<file path="config.mk">
export PLATFORM = sky130hd
export DESIGN_NAME = pc_branch_ctrl
export DESIGN_NICKNAME = d
export VERILOG_FILES = /design/src/rtl/pc_branch_ctrl_pkg.sv /design/src/rtl/pc_branch_ctrl_br_target_gen.sv /design/src/rtl/pc_branch_ctrl.sv
export SDC_FILE = /design/constraint.sdc
export NUM_CORES = 1
export LEC_CHECK = 0
export ABC_AREA = 0
export CORE_ASPECT_RATIO = 0.75
export CORE_MARGIN = 3
export CORE_UTILIZATION = 48
export DETAILED_ROUTE_END_ITERATION = 10
export GPL_TIMING_DRIVEN = 0
export PLACE_DENSITY = 0.83
export SLEW_MARGIN = 20
export SYNTH_ARGS = -nofsm -noshare
export SYNTH_HDL_FRONTEND = slang
export SYNTH_SLANG_ARGS = --single-unit
</file>
<file path="constraint.sdc">
create_clock -name clk -period 5.85 [get_ports clk]
set_input_delay 0.8775 -clock clk [delete_from_list [all_inputs] [get_ports clk]]
set_output_delay 0.8775 -clock clk [all_outputs]
set_load 0.01 [all_outputs]
</file>
<file path="src/rtl/pc_branch_ctrl_pkg.sv">
// pc_branch_ctrl_pkg: shared opcode/subtype codes, reset vector and FSM state type
package pc_branch_ctrl_pkg;
    localparam logic [31:0] RESET_PC_DEF = 32'hBFC00000;
    localparam logic [5:0] OP_SPECIAL = 6'b000000;
    localparam logic [5:0] OP_REGIMM  = 6'b000001;
    localparam logic [5:0] OP_J       = 6'b000010;
    localparam logic [5:0] OP_JAL     = 6'b000011;
    localparam logic [5:0] OP_BEQ     = 6'b000100;
    localparam logic [5:0] OP_BNE     = 6'b000101;
    localparam logic [5:0] OP_BLEZ    = 6'b000110;
    localparam logic [5:0] OP_BGTZ    = 6'b000111;
    localparam logic [4:0] RT_BLTZ    = 5'b00000;
    localparam logic [4:0] RT_BGEZ    = 5'b00001;
    localparam logic [4:0] RT_BLTZAL  = 5'b10000;
    localparam logic [4:0] RT_BGEZAL  = 5'b10001;
    localparam logic [5:0] FN_JR      = 6'b001000;
    localparam logic [5:0] FN_JALR    = 6'b001001;
    typedef enum logic {RUN, PEND} state_t;
endpackage

</file>
<file path="src/rtl/pc_branch_ctrl_br_target_gen.sv">
// pc_branch_ctrl_br_target_gen: decodes the ID instruction into control-transfer info
// in : id_op/id_rt/id_rd/id_funct/id_imm/id_index/id_pc, rs_val, cmp_taken
// out: is_ctrl (any control instr), taken, target, link, link_reg, link_addr
module pc_branch_ctrl_br_target_gen
    import pc_branch_ctrl_pkg::*;
(
    input  logic [5:0]  id_op,
    input  logic [4:0]  id_rt,
    input  logic [4:0]  id_rd,
    input  logic [5:0]  id_funct,
    input  logic [15:0] id_imm,
    input  logic [25:0] id_index,
    input  logic [31:0] id_pc,
    input  logic [31:0] rs_val,
    input  logic        cmp_taken,
    output logic        is_ctrl,
    output logic        taken,
    output logic [31:0] target,
    output logic        link,
    output logic [4:0]  link_reg,
    output logic [31:0] link_addr
);
    logic [31:0] pc4;
    logic regimm_br, is_br, is_j, is_jr;
    assign pc4 = id_pc + 32'd4;
    assign regimm_br = id_op == OP_REGIMM &&
        (id_rt == RT_BLTZ || id_rt == RT_BGEZ || id_rt == RT_BLTZAL || id_rt == RT_BGEZAL);
    assign is_br = id_op == OP_BEQ || id_op == OP_BNE || id_op == OP_BLEZ || id_op == OP_BGTZ || regimm_br;
    assign is_j = id_op == OP_J || id_op == OP_JAL;
    assign is_jr = id_op == OP_SPECIAL && (id_funct == FN_JR || id_funct == FN_JALR);
    assign is_ctrl = is_br | is_j | is_jr;
    assign taken = is_j | is_jr | (is_br & cmp_taken);
    assign target = is_jr ? rs_val
                  : is_j  ? {pc4[31:28], id_index, 2'b00}
                  : pc4 + {{14{id_imm[15]}}, id_imm, 2'b00};
    // rt[4] distinguishes the linking REGIMM forms; they link even when not taken
    assign link = id_op == OP_JAL || (is_jr && id_funct == FN_JALR) || (regimm_br && id_rt[4]);
    assign link_reg = is_jr ? id_rd : 5'd31;
    assign link_addr = id_pc + 32'd8;
endmodule

</file>
<file path="src/rtl/pc_branch_ctrl.sv">
// pc_branch_ctrl: fetch PC register with branch/jump redirect, stall pending and flush
// in : clk, rst, stall_if, id_fire, flush, redirect_pc, id_* fields, rs_val, cmp_taken
// out: pc, pc_adel, br_taken, link_wen, link_reg, link_addr, next_in_ds
module pc_branch_ctrl
    import pc_branch_ctrl_pkg::*;
#(
    parameter logic [31:0] RESET_PC = RESET_PC_DEF
) (
    input  logic        clk,
    input  logic        rst,
    input  logic        stall_if,
    input  logic        id_fire,
    input  logic        flush,
    input  logic [31:0] redirect_pc,
    input  logic [5:0]  id_op,
    input  logic [4:0]  id_rt,
    input  logic [4:0]  id_rd,
    input  logic [5:0]  id_funct,
    input  logic [15:0] id_imm,
    input  logic [25:0] id_index,
    input  logic [31:0] id_pc,
    input  logic [31:0] rs_val,
    input  logic        cmp_taken,
    output logic [31:0] pc,
    output logic        pc_adel,
    output logic        br_taken,
    output logic        link_wen,
    output logic [4:0]  link_reg,
    output logic [31:0] link_addr,
    output logic        next_in_ds
);
    state_t st, st_n;
    logic [31:0] pend_target, pt_n, pc_n, target;
    logic is_ctrl, taken, link, ds_n;
    pc_branch_ctrl_br_target_gen u_tgt (
        .id_op(id_op), .id_rt(id_rt), .id_rd(id_rd), .id_funct(id_funct),
        .id_imm(id_imm), .id_index(id_index), .id_pc(id_pc), .rs_val(rs_val),
        .cmp_taken(cmp_taken), .is_ctrl(is_ctrl), .taken(taken), .target(target),
        .link(link), .link_reg(link_reg), .link_addr(link_addr)
    );
    assign br_taken = id_fire & taken;
    assign link_wen = id_fire & link;
    assign pc_adel = pc[1:0] != 2'b00;
    always_ff @(posedge clk) begin
        if (rst) begin
            pc <= RESET_PC;
            st <= RUN;
            pend_target <= '0;
            next_in_ds <= 1'b0;
        end else begin
            pc <= pc_n;
            st <= st_n;
            pend_target <= pt_n;
            next_in_ds <= ds_n;
        end
    end
    // A taken branch seen while IF is stalled is parked in pend_target and
    // applied on the first unstalled cycle; later branches are ignored meanwhile.
    always_comb begin
        pc_n = pc;
        st_n = st;
        pt_n = pend_target;
        if (flush) begin
            pc_n = redirect_pc;
            st_n = RUN;
        end else if (stall_if) begin
            if (st == RUN && br_taken) begin
                pt_n = target;
                st_n = PEND;
            end
        end else if (st == PEND) begin
            pc_n = pend_target;
            st_n = RUN;
        end else begin
            pc_n = br_taken ? target : pc + 32'd4;
        end
        ds_n = flush ? 1'b0 : id_fire ? is_ctrl : next_in_ds;
    end
endmodule
</file>
-- Word level (Yosys, flattened, before mapping)
Index checks and enable logic that the tools add are counted.
- word-level logic and storage cells: 60
- bits of input ports: 166
- output and inout port bits: 73
- bits in registers: 66
- eq/ne operators: 13
- add/sub/neg operators: 4
- bitwise logic cells: 10
- multiplexer cells: 7
- reductions and logical operators: 22
- operators with widths (kind ; count):
    $mux 32 ; 6
    $add 32x3->32 const B ; 2
    $add 32x32->32 ; 1
    $add 32x4->32 const B ; 1
    $eq 6x3->1 const B ; 4
    $eq 6x2->1 const B ; 2
    $eq 6x4->1 const B ; 2
    $logic_or 1x1->1 ; 11
    $eq 5x5->1 const B ; 2
    $eq 6x1->1 const B ; 1
    $logic_not 6->1 ; 1
    $eq 5x1->1 const B ; 1
    $logic_and 1x1->1 ; 5
    $logic_not 5->1 ; 1
    $mux 5 ; 1
    $or 1x1->1 ; 4
    $and 1x1->1 ; 3
    $not 1->1 ; 3
    $reduce_and 3->1 ; 1
    $reduce_or 3->1 ; 1
    $ne 2x1->1 const B ; 1
    $reduce_bool 2->1 ; 1
    $reduce_or 2->1 ; 1

-- Logic depth before layout (Yosys ltp)
- word-level depth: 13
- gate-level depth with buffers: 21
- gate-level depth less buffers: 20

-- By module
A second synthesis with hierarchy kept.
- cells, all modules: 1053
- area total of the unflattened synthesis: 7189.4 um2
- modules (own cells, without submodules) (module ; area each (um2) ; instances ; cells an instance ; sequential area each (um2)):
    pc_branch_ctrl ; 3925.0 ; 1 ; 534 ; 1321.3
    pc_branch_ctrl_br_target_gen ; 3264.4 ; 1 ; 519 ; 0.0

-- Worst setup path before layout
Ideal clock, no wire load.
- path type: in2reg
- start point: input id_pc[3]
- end point: register pc[30]
- slack: 1.055 ns
- arrival: 4.680 ns
- stages on the path: 21
- buffers on the path: 1
- library setup time: 0.115 ns
- required time: 5.735 ns
- cell sequence: ha_1 and3_4 and3_1 buf_4 and3b_4 and4_4 and3_4 nand3_4 nor3_4 nand2_1 xnor2_1 ha_1 nand4_1 o311ai_0 o41ai_1 nand2_1 o21a_1 o211a_1 a211oi_1 a211oi_1 o21a_1
- cells in the longest elaborated chain, start to end: 8
- RTL lines (item ; RTL line ; RTL):
    start: declaration ; pc_branch_ctrl.sv:21 ; input logic [31:0] id_pc,
    $add 32x3->32 (*) ; pc_branch_ctrl_br_target_gen.sv:25 ; assign pc4 = id_pc + 32'd4;
    $add 32x32->32 ; pc_branch_ctrl_br_target_gen.sv:35 ; : pc4 + {{14{id_imm[15]}}, id_imm, 2'b00};
    $mux 32 (*) ; pc_branch_ctrl_br_target_gen.sv:34 ; : is_j ? {pc4[31:28], id_index, 2'b00}
    $mux 32 (*) ; pc_branch_ctrl_br_target_gen.sv:33 ; assign target = is_jr ? rs_val
    $mux 32 (*) ; pc_branch_ctrl.sv:75 ; pc_n = br_taken ? target : pc + 32'd4;
    $mux 32 (*) ; pc_branch_ctrl.sv:71 ; end else if (st == PEND) begin
    $mux 32 (*) ; pc_branch_ctrl.sv:66 ; end else if (stall_if) begin
    $mux 32 (*) ; pc_branch_ctrl.sv:63 ; if (flush) begin
    end signal: assignment ; pc_branch_ctrl.sv:51 ; pc <= pc_n;
    end: declaration ; pc_branch_ctrl.sv:24 ; output logic [31:0] pc,
Mark *: on every way between the ends. The rest lies on a longest branch, timed or not. The select of a mux whose other input is x is not followed.
A chain may end at the register's enable or synchronous reset.

-- Final worst setup path
- start point: input id_pc[5]
- end point: register pc[30]
The elaborated chain is that of the path after synthesis.

==> results.yml <==
global_routing:
  use_met3: 0.120
  grt_overflow: 0
  met1_usage: 0.539
  grt_use_met2: 0.532
  antenna_found_initial: 0
  grt_max_degree: 22
  track_usage: 0.371
  grt_pass1_wl_um: 48500
  global_route.peak_usage_layer: "met1"
  grt_pass1_vias: 8724
clock_tree:
  clock-sinks: 66
  cts_hold_buf: 0
  cts_made_buffers: 9
  clk_pin_slew_worst_paths_ns: 0.06
  insertion_delay_ns: 0.34
  cts.path.max_buffers: 2
  h-tree-depth: 3
  cts_root_buf: "clkbuf_16"
  cts_tree: "done"
floorplanning:
  die_area_um2: 16600
  ios: 239
  start_util: 0.495
  floorplan.rows: 38
  die_h_um: 112
  die_w_um: 148
  coreArea_um2: 14600
layout:
  final_nets: 1493
  drive_gt1_frac: 0.0463
  area_growth_pct: 40.8
  antenna_cells: 0
  multiInputGateArea_um2: 5590
  seqCellArea_um2: 1320
  fillers: 1343
  fin_area_um2: 10200
route:
  drc: 0
  drt_iter0_drc: 1161
  wirelength_um: 31700
  drt.antenna.violating_nets: 0
  first_pass_iters: 8
  vias: 9300
  drt-wirelength-per-cell_um: 21.2
  vias_per_cell: 6.22
job:
  drv_cap: 0
logic_synthesis:
  synth_ff_type: "dfxtp_1"
  synth_edf_count: 0
  netlist_instances: 1047
  yosysWarnings: 0
  ys_seq_area_frac: 0.183
  synthDistinctLibCells: 78
  avgSynthCellArea_um2: 6.90
  ys_ff_latch: 66
  synth_area_um2: 7220
  synthArstFlopShare: 0
  syn-num-nets: 1250
setup_path:
  critPathKind: "primary input to flop"
  reg2reg_slack_ns: 2.93
  endpoint_kind: "flop"
  crit_start: "id_pc[5]"
  crit_required_ns: 6.08
  r2r_start: "pc[2]$_SDFFE_PP0P_"
  critPathMaxFanout: 6
  crit_arrival_ns: 5.70
  critPathLaunchType: "primary input"
  reg2reg_depth: 10
sta:
  setup_viol: 0
  fin_crit_ns: 5.46
  report.final.slew_viol_count: 0
  clock_skew_ns: 0.00521
  rsz0062_at_grt: "false"
  maxSlewHeadroom: 0.417
  max_slew.worst_pin.slew_ns: 0.872
  hold_violations: 0
  timing.fmax_mhz: 183
  post-route-period-util: 0.934
worst_hold_path:
  min_path_type: "flop to flop"
  hold_depth: 2
  min_from: "pend_target[27]$_SDFFE_PP0P_"
power_and_ir_drop:
  p_int_uw: 1190
  p_sw_frac: 0.332
  p_comb_frac: 0.375
  p_sw_uw: 595
  ir_drop_v: 0.000168
  power_density_nw_per_um2: 176
  seqPwrFrac: 0.275
  leakagePower_uw: 0.00380
  power_frac_clock: 0.350
  total_power_uw: 1790
placement:
  dp_hpwl_um: 25600
  globalplace.congestion: 1.01
  place_area_um2: 9790
  port_buffers: 231
run_status:
  outcome: "completed"
[critical path, stage by stage]
cell and delay (ns):
clkdlybuf4s50_1 0.59, and3_4 0.25, and3_1 0.15, buf_4 0.15, and3b_4 0.25, and4_4 0.26, and3_4 0.20, nand3_4 0.10
nor2_1 0.19, nand2_1 0.09, xnor2_1 0.16, ha_1 0.37, a21oi_1 0.27, o311ai_1 0.19, o41ai_2 0.50, nand2_1 0.09
o21a_1 0.19, o211a_1 0.15, a211oi_4 0.34, a211oi_1 0.13, o21a_1 0.20
[cell usage after synthesis (all sizes together), types with 5 or more instances]
library cell | count | share of area
nor3 | 29 | 0.022
and3 | 21 | 0.020
a211oi | 27 | 0.028
mux2i | 9 | 0.012
nor2b | 11 | 0.0095
o22ai | 9 | 0.0078
xor2 | 35 | 0.042
a31oi | 12 | 0.010
o21a | 8 | 0.0083
a21oi | 95 | 0.066
or2 | 7 | 0.0061
a221o | 5 | 0.0069
a221oi | 9 | 0.012
buf | 19 | 0.014
nor2 | 129 | 0.067
and4 | 6 | 0.0076
o31ai | 6 | 0.0062
nand2 | 144 | 0.075
nand4 | 17 | 0.015
nand3b | 5 | 0.0052
clkbuf | 45 | 0.024
nand3 | 36 | 0.027
nand2b | 7 | 0.0061
dfxtp | 66 | 0.18
o211ai | 16 | 0.017
nor4 | 5 | 0.0052
xnor2 | 60 | 0.073
o221ai | 9 | 0.011
o21ai | 52 | 0.037
or3 | 16 | 0.014
a21o | 14 | 0.015
inv | 19 | 0.0099
o21bai | 6 | 0.0062
ha | 36 | 0.062
a22oi | 5 | 0.0052
[cells by family after synthesis]
logic type	share of synthesized area
AND/OR/NAND/NOR	0.295
AO/OA/AOI/OAI	0.281
XOR/XNOR	0.115
buffers and inverters	0.0480
flip-flops	0.183
adder cells (fa/ha/maj)	0.0651
multiplexers	0.0125
[routing by layer]
metal / part of all wire / up-vias
li1: - / 4302
met1: 0.43 / 4280
met2: 0.41 / 656
met3: 0.14 / 62
met4: 0.020 / 0
met5: 0 / -
[path summary, 6_finish.rpt]
kind	endpoint
max	pc[30]$_SDFFE_PP0P_
min reg2reg	pend_target[27]$_SDFFE_PP0P_
min	pend_target[27]$_SDFFE_PP0P_
max reg2reg	pc[21]$_SDFFE_PP0P_
[area by class of cell]
cell class              instances  share of cell area
multi-input cells             897               0.550
plain buffers                  64              0.0267
inverters                      20             0.00738
clock buffers                  11              0.0229
clock inverters                 5              0.0101
well taps                     200              0.0246
flip-flops and latches         66               0.130
repair buffers                232               0.229
[registers in the layout, summed over array words and instances (netlist names)]
signal,count
st,1
pc,32
pend_target,32
next_in_ds,1
[timing repair]
item / in CTS / in global routing
endpoints found under the setup margin: 2 / 8
pin swaps: 0 / 1
setup buffers: 0 / 1
hold endpoints to repair: 0 / 0
resized for setup: 2 / 9
[placed cells by master, fill, tap and decap left out, types with 14 or more instances in the layout]
cell,instances
xor2_1,35
nand3_1,35
clkbuf_1,46
ha_1,35
nand4_1,17
a211oi_1,26
and3_1,19
nor2_1,127
dfxtp_1,66
inv_1,19
or3_1,16
o21ai_0,48
xnor2_1,59
a21oi_1,95
o211ai_1,16
clkdlybuf4s50_1,229
a21o_1,14
nand2_1,144
nor3_1,28
[power by group through the flow]
stage | Combinational [µW] | Clock, µW | Sequential (µW)
finish | 671 | 626 | 492
global route | 720 | 642 | 494
CTS | 651 | 620 | 491
detailed placement | 645 | 0 | 500
global placement | 640 | 0 | 501
floorplan | 341 | 0 | 500
[stage by stage]
step	hold WS (ns)	TNS [ns]	cells	worst slack, ns	util
after detailed placement	0.446	-1.75	1478	-0.666	0.670
after global placement	0.441	-1.64	1478	-0.654	0.670
final	0.457	0	1495	0.387	0.697
after global routing	0.487	0	1495	0.0756	0.697
after CTS	0.451	0	1494	0.0222	0.694
after floorplan	0.429	0	1047	1.06	-
Power figures use the tool's default switching activity.
